`src/rtl/cpu_mem_responder.sv`:
```
// Memory-side responder for the risc_v_cpu imem/dmem ports: instruction/data stores, host loader, MMIO.
// Optional build macro BYTE_STORE_EN adds the dmem_be byte-lane write mask.
module cpu_mem_responder #(
  parameter int          IMEM_DEPTH = 64,
  parameter int          DMEM_DEPTH = 32,
  parameter logic [31:0] MMIO_BASE  = 32'h0000_1000
) (
  input  logic        clk,
  input  logic        rst,
  input  logic [31:0] imem_addr,
  output logic [31:0] imem_data,
  input  logic [31:0] dmem_addr,
  input  logic [31:0] dmem_wdata,
  input  logic        dmem_we,
`ifdef BYTE_STORE_EN
  input  logic [3:0]  dmem_be,
`endif
  output logic [31:0] dmem_rdata,
  input  logic        load_valid,
  output logic        load_ready,
  input  logic [31:0] load_addr,
  input  logic [31:0] load_data,
  input  logic        load_done,
  output logic        running,
  output logic        halt,
  output logic [31:0] tohost,
  output logic [31:0] cycle_count
);

  localparam int          IW  = $clog2(IMEM_DEPTH);
  localparam int          DW  = $clog2(DMEM_DEPTH);
  localparam logic [31:0] NOP = 32'h0000_0013;

  typedef enum logic [1:0] {S_CLEAR, S_LOAD, S_RUN, S_HALT} state_t;

  state_t        state;
  logic [DW-1:0] clr_idx;
  logic [31:0]   imem [IMEM_DEPTH];
  logic [31:0]   dmem [DMEM_DEPTH];

  logic [3:0] be;
  logic       i_hit;
  logic       d_hit;
  logic       is_tohost;
  logic       is_cycle;
  logic       store;
  logic       load_acc;

`ifdef BYTE_STORE_EN
  assign be = dmem_be;
`else
  assign be = 4'hF;
`endif

  // Full-address compares keep out-of-range accesses from aliasing into the arrays.
  assign i_hit     = imem_addr < 32'(IMEM_DEPTH * 4);
  assign d_hit     = dmem_addr < 32'(DMEM_DEPTH * 4);
  assign is_tohost = dmem_addr == MMIO_BASE;
  assign is_cycle  = dmem_addr == (MMIO_BASE + 32'd4);
  assign store     = dmem_we && (state == S_RUN);
  assign load_acc  = load_valid && load_ready && (load_addr < 32'(IMEM_DEPTH));

  assign imem_data = ((state == S_RUN) && i_hit) ? imem[imem_addr[IW+1:2]] : NOP;

  always_comb begin
    dmem_rdata = '0;
    if (is_tohost)
      dmem_rdata = tohost;
    else if (is_cycle)
      dmem_rdata = cycle_count;
    else if (d_hit)
      dmem_rdata = dmem[dmem_addr[DW+1:2]];
  end

  always_ff @(posedge clk or posedge rst) begin
    if (rst) begin
      state       <= S_CLEAR;
      clr_idx     <= '0;
      running     <= 1'b0;
      halt        <= 1'b0;
      tohost      <= '0;
      cycle_count <= '0;
      load_ready  <= 1'b0;
    end else begin
      case (state)
        S_CLEAR: begin
          clr_idx <= clr_idx + 1'b1;
          if (clr_idx == DW'(DMEM_DEPTH - 1)) begin
            state      <= S_LOAD;
            load_ready <= 1'b1;
          end
        end
        S_LOAD: begin
          if (load_done) begin
            state      <= S_RUN;
            load_ready <= 1'b0;
            running    <= 1'b1;
          end
        end
        S_RUN: begin
          if (cycle_count != '1)
            cycle_count <= cycle_count + 32'd1;
          if (store && is_tohost) begin
            for (int i = 0; i < 4; i++)
              if (be[i]) tohost[8*i +: 8] <= dmem_wdata[8*i +: 8];
            halt    <= 1'b1;
            running <= 1'b0;
            state   <= S_HALT;
          end
        end
        default: begin
          state <= S_HALT;
        end
      endcase
    end
  end

  // Storage arrays carry no reset; data memory is zeroed by the CLEAR sweep instead.
  always_ff @(posedge clk) begin
    if (load_acc)
      imem[load_addr[IW-1:0]] <= load_data;
  end

  always_ff @(posedge clk) begin
    if (state == S_CLEAR)
      dmem[clr_idx] <= '0;
    else if (store && d_hit)
      for (int i = 0; i < 4; i++)
        if (be[i]) dmem[dmem_addr[DW+1:2]][8*i +: 8] <= dmem_wdata[8*i +: 8];
  end

endmodule

```
`config.mk`:
```
export PLATFORM = sky130hd
export DESIGN_NAME = cpu_mem_responder
export DESIGN_NICKNAME = d
export VERILOG_FILES = /design/src/rtl/cpu_mem_responder.sv
export SDC_FILE = /design/constraint.sdc
export NUM_CORES = 2
export LEC_CHECK = 0
export ABC_AREA = 0
export CORE_ASPECT_RATIO = 0.7
export CORE_MARGIN = 3
export CORE_UTILIZATION = 35
export DETAILED_ROUTE_END_ITERATION = 7
export GPL_TIMING_DRIVEN = 1
export PLACE_DENSITY_LB_ADDON = 0.25
export SETUP_SLACK_MARGIN = 0.5
export SYNTH_ARGS = -nofsm -noshare
export SYNTH_HDL_FRONTEND = slang
export SYNTH_SLANG_ARGS = --single-unit
```
`constraint.sdc`:
```
create_clock -name clk -period 12.7 [get_ports clk]
set_input_delay 2.54 -clock clk [delete_from_list [all_inputs] [get_ports clk]]
set_output_delay 2.54 -clock clk [all_outputs]
set_load 0.005 [all_outputs]
```
# Yosys cells after proc, flatten, opt, wreduce, memory -nomap -nowiden
# Memory sizes are Yosys's and may differ from the RTL's.
# Cells that the tools add are included.
[op_classes]
eq_ne = 9
reduce_logical = 15
n_addsub = 2
order_cmp = 3
n_mux = 24
[ops]
columns = ["cell", "n"]
rows = [
  ["two-way mux 32 bit", 5],
  ["== test 32 x 13 -> 1 bit (second input constant)", 2],
  ["adder 32 x 1 -> 32 bit (second input constant)", 1],
  ["less-than comparator 32 x 7 -> 1 bit (second input constant)", 1],
  ["less-than comparator 32 x 8 -> 1 bit (second input constant)", 1],
  ["less-than comparator 32 x 9 -> 1 bit (second input constant)", 1],
  ["!= test 32 bit (second input constant)", 1],
  ["OR reduction 32 bit", 1],
  ["two-way mux 1 bit", 12],
  ["AND reduction 3 bit", 3],
  ["logical AND 1 bit", 6],
  ["two-way mux 2 bit", 3],
  ["case mux 2 bit (3 select lines)", 1],
  ["adder 5 x 1 -> 5 bit (second input constant)", 1],
  ["== test 5 bit (second input constant)", 1],
  ["two-way mux 5 bit", 1],
  ["!= test 2 bit (second input constant)", 2],
  ["case mux 1 bit (2 select lines)", 2],
  ["AND reduction 2 bit", 2],
  ["nonzero test 2 bit", 2],
  ["== test 2 x 1 -> 1 bit (second input constant)", 1],
  ["== test 2 bit (second input constant)", 1],
  ["zero test 2 bit", 1],
  ["!= test 2 x 1 -> 1 bit (second input constant)", 1],
]
[totals]
wordCells = 62
ramBits = 3072
memories = 2
reg_bits = 74
out_inout_bits = 131
[memory_table]
columns = ["name", "depth", "word_bits", "rd", "rd_clocked_by_memory_dff", "wr", "line_no", "rtl"]
rows = [
  ["imem", 64, 32, 1, 0, 1, "38", "logic [31:0] imem [IMEM_DEPTH];"],
  ["dmem", 32, 32, 1, 0, 1, "39", "logic [31:0] dmem [DMEM_DEPTH];"],
]

# Logic depth before layout (Yosys ltp)
[depth]
ltp_word = 8
depth_mapped = 11

# Worst setup path after synthesis
# OpenSTA, ideal clock, no wires.
[synth_timing]
path_type = "input-to-reg"
from = "in dmem_addr[18]"
to = "mem dmem[4][0] (enable)"
path_slack_ns = 5.031
n_path_buf = 2
setup_time_ns = 0.502
arrival_ns = 7.167
stages = 7
path_cell_list = "nor4_1 > nand4_1 > nor4_2 > buf_4 > buf_2 > mux2_2 > nor4_1"
[synth_via]
elab_chain_cells = 7
elab_cells_between_ends = 8
[synth_lines]
columns = ["item", "line_no", "rtl"]
rows = [
  ["from (decl)", "12", "input logic [31:0] dmem_addr,"],
  ["less-than comparator 32 x 8 -> 1 bit *", "57", "assign d_hit = dmem_addr < 32'(DMEM_DEPTH * 4);"],
  ["logical AND 1 bit *", "127", "else if (store && d_hit)"],
  ["two-way mux 1 bit *", "127", ""],
  ["two-way mux 1 bit *", "125", "if (state == S_CLEAR)"],
  ["two-way mux 1 bit (implied by the code) *", "129", "if (be[i]) dmem[dmem_addr[DW+1:2]][8*i +: 8] <= dmem_wdata[8*i +: 8];"],
  ["OR reduction 32 bit (no source line)", "n/a", ""],
  ["two-way mux 5 bit (no source line) / two-way mux 1 bit (equally long branches)", "n/a", ""],
  ["to (decl)", "39", ""],
]
# Mark *: on every way between the ends. The rest lies on a longest branch, timed or not.

# Worst setup path after layout
[layout_timing]
from = "in imem_addr[2]"
to = "out imem_data[16]"
[layout_via]
elab_chain_cells = 3
elab_cells_between_ends = 4
[layout_lines]
columns = ["item", "line_no", "rtl"]
rows = [
  ["from (decl)", "10", "input logic [31:0] imem_addr,"],
  ["less-than comparator 32 x 9 -> 1 bit", "56", "assign i_hit = imem_addr < 32'(IMEM_DEPTH * 4);"],
  ["logical AND 1 bit", "63", "assign imem_data = ((state == S_RUN) && i_hit) ? imem[imem_addr[IW+1:2]] : NOP;"],
  ["two-way mux 32 bit *", "63", ""],
  ["to (decl)", "11", "output logic [31:0] imem_data,"],
]
# Marks and branches as above.

==> impl_results.md <==
* Hold buffers post-CTS at 0
* WL per Instance at 29.76 um
* Ys Warns at 0
* Max-slew headroom at 0.08031
* Die ar. at 356,800 um^2
* Final nets at between 6,000 and 7,000
* Syn nets at 5,894
* Reg area at 94,100 um^2
* Worst-path fanout max at 61
* Initial Utilization at 0.3539
* Dpl hpwl at approximately 190,000 um
* Top cell by count, worst path: buf_4
* Async set or reset register ratio after synthesis at 0.02352
* Pre-Repair DR Iteration Count at 6
* Count of state elements after synthesis at 3,146
* PostCTS Resize Cnt at 0
* Largest net degree at the start of global routing at 118
* Pwr Total at 21.11 mW
* Pwr/cell area at 149.3 nW/um^2
* Setup TNS at 0 ps
* FILL cells at roughly 30,000
* Rows at 180
* CTS Sinks at about 3,100
* Buffer and inverter count on the worst path at 4
* Switch share at 0.2093
* First-pass GRT wire length at 465,700 um
* Netlist cell types at 62
* Yosys top cell area share at 0.7541
* Status: completed
* Iter 0 DRT Violations at 7,122
* Drt total wl at roughly 330,000 um
* Placeable Area at 345,700 um^2
* Crit path largest cell delay at 650 ps
* Vias at 61,700
* Number of global-route vias before repair at 61,280
* Kind of critical path: primary input to output pin
* Final Cell Area at 141,500 um^2
* Placed Area at ~130,000 um^2
* Fmax at 110.6 MHz
* Most frequent cells in the layout: 3,072 x edfxtp_1, 686 x mux4_2, 345 x mux2i_1
* Worst reg-to-reg path cell count at 8
* Total global routing overflow at 0
* Tightest Pin Transition at 1368 ps
* Initial antenna violation count at 12
* Port buffer count at between 200 and 300
* Commonest non-fill, non-tap cell in the layout: edfxtp_1
* Delay-heaviest family, CP: buffers and inverters
* HP Class: flip-flop to flip-flop
* TritonCTS Buffers at about 320
* Post-synth top area cell: edfxtp_1
* CP cell instances: buf_8 -> buf_4 -> buf_4 -> mux4_2 -> a221oi_1 -> o32ai_1 -> o31a_1 -> clkdlybuf4s50_1
* DRT antenna net count at 0
* Int Power at 16.69 mW
* Final setup fails at 0
* Fin cells at 11,080
* Seq pwr share at 0.537
* Max_cap viols at 0
* Post-Syn Area at 122,300 um^2
* Synth top area cells: edfxtp_1 75%, mux4_2 13%, mux2i_1 2.8%, dfrtp_1 1.5%, a221oi_1 0.51%
* Final Hold Fails at 0
* Placer Congestion at 0.7830
* Final worst-path cycle share at 0.7118
* Unrepaired setup endpoints after global routing: false
* H-tree depth at 5
* Worst-skew pair later-pin latency at 880 ps
* Comb pwr share at 0.036
* Crit path depth at 8
* CP arrival at between 6000 and 7000 ps
* Clk buf depth at 4
* Maximum vdd ir drop at 0.1092 mV
* Die width at 712.6 um
* Sequential area share after synthesis at 0.7692
* Average size of a mapped cell at between 20 and 25 um^2
* Clock share of power at 0.427
* Area of the multi-input gates at 27,150 um^2
* Placed instance count at 10,520
* Post-route minimum period at ~9000 ps
* Root Buffer: clkbuf_16
* Primary FF master, synth: edfxtp_1
* Layout cell share with drive strength beyond 1 at 0.2378
* Slowest-stage cell, CP: buf_4
* Clock Skew at ~42 ps
* Sw Pwr at between 4 and 5 mW
* Hold path cells at 1
* Post-synthesis instance total at 5,726
* Clk slew on worst S/H paths at 60 ps
* Die height at 500.6 um
* DRC violation count after routing at 0
* Max Slew Vio Count at 0
* Ports at about 300
* Via density per instance at between 5 and 6
* Critical path data required time at 10,160 ps
* Number of synthesized flops with an enable pin at between 3,000 and 4,000
* Area grow syn2layout at 15.63%
* All-Layer GR Usage at 0.1812
* LEAKAGE at roughly 47 nW
* Type of destination of the critical path: output pin
* CTS tree: done
* CP Launch Type: primary input
* Post-CTS setup buffer count at 0
==> cell type report <==
cell class                 instances  share of cell area
clock inverter                   162             0.01031
sequential                      3146              0.6652
timing repair buffer             485             0.03091
inverter                          44            0.001194
tap                             4641             0.04105
antenna                            9           0.0001592
clock buffer                     395             0.05918
multi-input combinational       2201              0.1919
==> logic make-up (layout without fill, tap and decap cells) <==
group | Yosys count | count (layout) | synth area share
muxes | 1085 | 1085 | 0.1595
other | 0 | 9 | 0
DFF | 3146 | 3146 | 0.7692
AOI/OAI and AO/OA | 529 | 529 | 0.03126
and+or+nand+nor | 552 | 552 | 0.02236
adders and majority gates | 3 | 3 | 0.0003069
xor gates and xnor gates | 32 | 32 | 0.002291
buffers and inverters | 379 | 1086 | 0.01508
==> sequential cells by signal, indices dropped and copies added, names as in the netlist <==
signal,flops
imem,2048
dmem,1024
cycle_count,32
tohost,32
clr_idx,5
state,2
halt,1
load_ready,1
running,1
==> power by group through the flow <==
stage | Clock (mW) | Sequential (mW) | Combinational (mW)
6_report | 9.02 | 11.3 | 0.761
5_1_grt | 9.62 | 11.3 | 0.813
4_1_cts | 9.23 | 11.3 | 0.773
3_5_place_dp | 0 | 11.6 | 0.772
3_3_place_gp | 0 | 11.6 | 0.758
2_1_floorplan | 0 | 11.6 | 0.439
==> cell usage after synthesis, types with 8 or more instances <==
master,count
edfxtp_1,3072
mux4_2,686
mux2i_1,346
clkbuf_1,156
nand2_1,151
nor2_1,115
a21oi_1,85
a22oi_1,80
buf_2,79
dfrtp_1,74
a221oi_1,71
nor4_1,69
o21ai_0,68
mux2_2,53
nand3_1,47
inv_1,43
o22ai_1,43
buf_1,40
and2_1,36
buf_4,35
nor3_1,34
a2bb2oi_1,33
xnor2_1,31
a221o_1,26
buf_6,24
nand4_1,20
a211oi_1,16
nor2b_1,16
o211ai_1,16
and3_1,15
nand2b_1,15
o31ai_1,12
o32ai_1,11
a22o_1,10
o221ai_1,10
o31a_1,10
a311oi_1,8
==> worst reg2reg max path, cell delays in order, from the launching register on <==
cell and delay, ps:
dfrtp_1 460, nor2b_1 280, buf_4 300, nand2_1 130
nor4_4 310, buf_4 610, mux2i_1 480, nor4_2 1240
buf_4 670
==> metal layers <==
layer	part of all wire	vias up	global-route usage
li1	-	25110	-
met1	0.47	33770	0.2884
met2	0.43	2385	0.2581
met3	0.079	415	0.03137
met4	0.020	12	0.04008
met5	0.00022	-	0
==> through the flow <==
step                hold WS [ps]  setup WS, ps    util
CTS                        486.2          3552  0.4091
detailed placement         464.5          3557  0.3807
global route               530.1          3504  0.4091
floorplan                  465.0          5031       -
global placement           456.5          3556  0.3807
finish                     483.9          3660  0.4092
==> worst paths after layout <==
| check | from | endpoint | slack (ps) |
|---|---|---|---|
| max | imem_addr[2] | imem_data[16] | 3660 |
| min | halt | halt | 480 |
| max reg2reg | state[1] | dmem[23][19] | 7770 |
| min reg2reg | halt | halt | 480 |
| max in group asynchronous | rst | tohost[16] | 9570 |
| min in group asynchronous | rst | cycle_count[18] | 2370 |
No activity file was read; power rests on OpenSTA's default activity.
